File: src/rtl/multicycle_main_fsm.sv
// Main control FSM of the multicycle RISC-V core: Moore outputs from state, pc_write also uses zero; one state step per clk, no backpressure.
// ILLEGAL_OP_TRAP_EN: when defined, unsupported opcodes trap into a sticky ERROR state; otherwise they retire as nops.
module multicycle_main_fsm #(
   parameter int STATE_W = 4
) (
   input  logic               clk,
   input  logic               reset,
   input  logic [6:0]         op,
   input  logic               zero,
   output logic               pc_write,
   output logic               branch,
   output logic               pc_update,
   output logic               reg_write,
   output logic               mem_write,
   output logic               ir_write,
   output logic [1:0]         result_src,
   output logic [1:0]         alu_src_a,
   output logic [1:0]         alu_src_b,
   output logic               adr_src,
   output logic [1:0]         alu_op,
   output logic               illegal,
   output logic [STATE_W-1:0] state
);

   typedef enum logic [3:0] {
      S_FETCH    = 4'd0,
      S_DECODE   = 4'd1,
      S_MEMADR   = 4'd2,
      S_MEMREAD  = 4'd3,
      S_MEMWB    = 4'd4,
      S_MEMWRITE = 4'd5,
      S_EXECUTER = 4'd6,
      S_ALUWB    = 4'd7,
      S_EXECUTEI = 4'd8,
      S_JAL      = 4'd9,
      S_BEQ      = 4'd10
`ifdef ILLEGAL_OP_TRAP_EN
      ,S_ERROR   = 4'd11
`endif
   } state_t;

   localparam logic [6:0] OP_LW    = 7'b0000011;
   localparam logic [6:0] OP_SW    = 7'b0100011;
   localparam logic [6:0] OP_RTYPE = 7'b0110011;
   localparam logic [6:0] OP_ITYPE = 7'b0010011;
   localparam logic [6:0] OP_JAL   = 7'b1101111;
   localparam logic [6:0] OP_BEQ   = 7'b1100011;

   state_t state_q, state_d;

   always_ff @(posedge clk) begin
      if (!reset) state_q <= S_FETCH;
      else        state_q <= state_d;
   end

   always_comb begin
      state_d = S_FETCH;
      case (state_q)
         S_FETCH:    state_d = S_DECODE;
         S_DECODE: begin
            case (op)
               OP_LW, OP_SW: state_d = S_MEMADR;
               OP_RTYPE:     state_d = S_EXECUTER;
               OP_ITYPE:     state_d = S_EXECUTEI;
               OP_JAL:       state_d = S_JAL;
               OP_BEQ:       state_d = S_BEQ;
`ifdef ILLEGAL_OP_TRAP_EN
               default:      state_d = S_ERROR;
`else
               default:      state_d = S_FETCH;
`endif
            endcase
         end
         S_MEMADR:   state_d = (op == OP_LW) ? S_MEMREAD : S_MEMWRITE;
         S_MEMREAD:  state_d = S_MEMWB;
         S_MEMWB:    state_d = S_FETCH;
         S_MEMWRITE: state_d = S_FETCH;
         S_EXECUTER: state_d = S_ALUWB;
         S_EXECUTEI: state_d = S_ALUWB;
         S_JAL:      state_d = S_ALUWB;
         S_ALUWB:    state_d = S_FETCH;
         S_BEQ:      state_d = S_FETCH;
`ifdef ILLEGAL_OP_TRAP_EN
         S_ERROR:    state_d = S_ERROR;
`endif
         default:    state_d = S_FETCH;
      endcase
   end

   // Encodings without a case arm (spares) fall through with every output at 0.
   always_comb begin
      branch     = 1'b0;
      pc_update  = 1'b0;
      reg_write  = 1'b0;
      mem_write  = 1'b0;
      ir_write   = 1'b0;
      result_src = 2'b00;
      alu_src_a  = 2'b00;
      alu_src_b  = 2'b00;
      adr_src    = 1'b0;
      alu_op     = 2'b00;
      illegal    = 1'b0;
      case (state_q)
         S_FETCH: begin
            ir_write   = 1'b1;
            pc_update  = 1'b1;
            alu_src_b  = 2'b10;
            result_src = 2'b10;
         end
         S_DECODE: begin
            alu_src_a = 2'b01;
            alu_src_b = 2'b01;
         end
         S_MEMADR: begin
            alu_src_a = 2'b10;
            alu_src_b = 2'b01;
         end
         S_MEMREAD: adr_src = 1'b1;
         S_MEMWB: begin
            result_src = 2'b01;
            reg_write  = 1'b1;
         end
         S_MEMWRITE: begin
            adr_src   = 1'b1;
            mem_write = 1'b1;
         end
         S_EXECUTER: begin
            alu_src_a = 2'b10;
            alu_op    = 2'b10;
         end
         S_ALUWB: reg_write = 1'b1;
         S_EXECUTEI: begin
            alu_src_a = 2'b10;
            alu_src_b = 2'b01;
            alu_op    = 2'b10;
         end
         S_JAL: begin
            alu_src_a = 2'b01;
            alu_src_b = 2'b10;
            pc_update = 1'b1;
         end
         S_BEQ: begin
            alu_src_a = 2'b10;
            alu_op    = 2'b01;
            branch    = 1'b1;
         end
`ifdef ILLEGAL_OP_TRAP_EN
         S_ERROR: illegal = 1'b1;
`endif
         default: ;
      endcase
   end

   assign pc_write = (branch & zero) | pc_update;
   assign state    = STATE_W'(state_q);

endmodule

File: config.mk
export PLATFORM = sky130hd
export DESIGN_NAME = multicycle_main_fsm
export DESIGN_NICKNAME = d
export VERILOG_FILES = /design/src/rtl/multicycle_main_fsm.sv
export SDC_FILE = /design/constraint.sdc
export NUM_CORES = 1
export LEC_CHECK = 0
export CAP_MARGIN = 25
export CORE_AREA = 3 3 40 42
export DETAILED_ROUTE_END_ITERATION = 16
export DIE_AREA = 0 0 43 45
export PLACE_DENSITY = 0.78
export SLEW_MARGIN = 20
export SYNTH_ARGS = -nofsm -noshare
export SYNTH_HDL_FRONTEND = slang
export SYNTH_SLANG_ARGS = --single-unit
export TNS_END_PERCENT = 5
File: constraint.sdc
create_clock -name clk -period 2.6 [get_ports clk]
set_clock_uncertainty 0.05 [all_clocks]
set_input_delay 0.52 -clock clk [delete_from_list [all_inputs] [get_ports clk]]
set_output_delay 0.52 -clock clk [all_outputs]
set_load 0.05 [all_outputs]
==> results of run 1 <==
worst reg2reg max path, stage by stage (launching register included):
cell and delay (ns):
dfxtp_1 0.63, nand2b_1 0.20, a211o_1 0.30, a21oi_1 0.14
power breakdown:
group	internal, mW	switching (mW)	total, mW
clock network	0.0520	0.0308	0.0828
registers	0.0634	0.00583	0.0692
logic	0.0413	0.0651	0.106
through the flow:
stage | util | total power [mW]
3_3_place_gp | 0.5774 | 0.1759
5_1_grt | 0.5979 | 0.2742
2_1_floorplan | - | 0.1429
6_report | 0.5979 | 0.2584
3_5_place_dp | 0.5774 | 0.1773
4_1_cts | 0.5949 | 0.2612
cells by family after synthesis:
group	synth area share
flops	0.1592
fa+ha+maj	0.02239
compound gates	0.2289
other cells	0.007456
buf+inv	0.1393
xor+xnor	0.03483
simple gates	0.4080
per-layer routing:
| layer | share of wire | GRT usage |
|---|---|---|
| met3 | 0.12 | 0.06773 |
| met5 | 0 | 0 |
| met4 | 0.010 | 0.05422 |
| met1 | 0.41 | 0.1535 |
| met2 | 0.46 | 0.2635 |
area by class of cell:
class | instances | area, sq um | area share
clock buffers | 3 | 22.52 | 0.02932
inverters | 3 | 11.26 | 0.01466
multi-input cells | 53 | 364.1 | 0.4739
flip-flops and latches | 4 | 81.33 | 0.1059
well taps | 15 | 18.77 | 0.02443
repair buffers | 30 | 270.3 | 0.3518
synth_stat cells (2+ instances only):
cell type,instances,area share
nor3_2,2,0.040
nand3_1,2,0.020
buf_2,2,0.020
o21ai_1,2,0.020
nor3_1,2,0.020
nand2_1,3,0.022
inv_1,3,0.022
nand2b_1,5,0.062
nor2_1,8,0.060
a21oi_1,7,0.070
buf_4,5,0.075
a31oi_1,2,0.025
dfxtp_1,4,0.16
final timing paths:
check | startpoint | to | slack (ns) | cells after the start
setup / recovery | state[1]$_SDFF_PN0_ | result_src[1] | 0.14 | 2
hold / removal | state[0]$_SDFF_PN0_ | state[0]$_SDFF_PN0_ | 0.62 | 2
setup reg to reg | state[1]$_SDFF_PN0_ | state[1]$_SDFF_PN0_ | 1.21 | 3
hold reg to reg | state[0]$_SDFF_PN0_ | state[0]$_SDFF_PN0_ | 0.62 | 2
repair_timing:
action	4_1_cts	5_1_grt
setup endpoints to repair	0	4
resized for setup	0	2
endpoints found under the hold margin	0	0
==> flow_summary.json, run 1 <==
{
  "status": "finished, final reports clean",
  "synth_fp_nets": 78,
  "drive_gt1_frac": 0.2903,
  "fin_area_sq_um": 768.2,
  "dpl.hpwl_microns": 1046,
  "grt_max_degree": 16,
  "synth_cell_types": 34,
  "final_nets": 105,
  "max_freq_mhz": 406.2,
  "drc": 0,
  "largest_reg_flops": 4,
  "clk_pin_slew_ns": 0.05,
  "cts_buffers": 3,
  "cts_setup_buffers": 0,
  "cts_tree": "yes",
  "synth.avg_cell_area_sq_um": 7.397,
  "finalWorstSetupSlack_ns": 0.1379,
  "initial_utilization": 0.3914,
  "place_worst_setup_slack_ns": 0.3525,
  "min_period_over_period": 0.9469,
  "grt_pass1_wl_microns": 2118,
  "dpl-instance-area_sq_um": 742.0,
  "cts_hold_buf": 0,
  "nFillCells": 131,
  "critPathSlowestCell": "clkdlybuf4s50_1",
  "setup_tns_ns": 0,
  "place.gp.congestion": 0.7970,
  "yosysWarnings": 0,
  "portBuffers": 28,
  "powerDensity_nw_per_um2": 336.4,
  "end_kind": "output port",
  "cp-start-kind": "register",
  "worstPathBufferInverterCount": 1,
  "finalHoldViolCount": 0,
  "maxSlewHeadroom": 0.6557,
  "slew_viol_final": 0,
  "drt-vias-per-instance": 5.167,
  "ir_drop_v": 0.0002457,
  "clk_latency_ns": 0.25,
  "syn_to_final_growth_pct": 52.74,
  "synth_seq_area_share": 0.1592,
  "grtUsageTotal": 0.1480,
  "die_w_microns": 43,
  "layout_common_cells": "clkdlybuf4s50_1 (16), buf_4 (13), nor2_1 (8), a21oi_1 (7), nand2b_1 (5)",
  "grt_pass1_vias": 510,
  "path_class": "register to output port",
  "h-tree-depth": 1,
  "grt_setup_unrepaired": "no",
  "worstMarginPinSlew_ns": 0.5149,
  "path_delay_family": "buffers and inverters",
  "ant_nets": 0,
  "p_leak_nw": 0.3164,
  "root_buffer": "clkbuf_4",
  "ys.flop_type": "dfxtp_1",
  "avgRoutedWirePerCell_microns": 11.71,
  "critPathRequiredTime_ns": 2.03,
  "layout_commonest_cell": "clkdlybuf4s50_1",
  "syn-instance-count": 68,
  "n_antenna_cell": 0,
  "whs_ns": 0.6242,
  "ys_async_sr_fraction": 0,
  "die-area_sq_um": 1935,
  "grt_overflow": 0,
  "min_path_type": "register to register",
  "fin_cells": 108,
  "via_count": 558,
  "core_sq_um": 1285,
  "io-pin-count": 30,
  "place_inst": 105,
  "setup_viol": 0,
  "worstPathMaxFanout": 15,
  "cts.sinks": 4,
  "slowest_delay_ns": 0.85,
  "fp.dieH_microns": 45,
  "first_pass_iters": 4,
  "cts_buffer_depth": 2,
  "antenna_found_initial": 0,
  "worstPathCellList": "nor4_2 -> clkdlybuf4s50_1",
  "drt_iter0_markers": 11,
  "cp_data_arrival_time_ns": 1.89,
  "wl_microns": 1265,
  "fp-row-count": 13,
  "min_period_ns": 2.462,
  "synth_area_sq_um": 503.0,
  "maxCapViolations": 0,
  "synth_edf_count": 0,
  "synth_seq_cells": 4
}
No activity file was read; power rests on OpenSTA's default activity.
==> inputs of run 2 (changes only) <==
--- a/config.mk
+++ b/config.mk
@@ -10,7 +10,7 @@
 export DETAILED_ROUTE_END_ITERATION = 16
 export DIE_AREA = 0 0 43 45
 export PLACE_DENSITY = 0.78
-export SLEW_MARGIN = 20
+export SLEW_MARGIN = 25
 export SYNTH_ARGS = -nofsm -noshare
 export SYNTH_HDL_FRONTEND = slang
 export SYNTH_SLANG_ARGS = --single-unit
==> results of run 2 <==
Final layout, timing and power as in run 1 (identical DEF).
==> inputs of run 3 (changes only) <==
--- a/config.mk
+++ b/config.mk
@@ -10,6 +10,7 @@
 export DETAILED_ROUTE_END_ITERATION = 16
 export DIE_AREA = 0 0 43 45
 export PLACE_DENSITY = 0.78
+export SKIP_CTS_REPAIR_TIMING = 1
 export SLEW_MARGIN = 25
 export SYNTH_ARGS = -nofsm -noshare
 export SYNTH_HDL_FRONTEND = slang
==> results of run 3 <==
Final layout, timing and power as in run 1 (identical DEF).
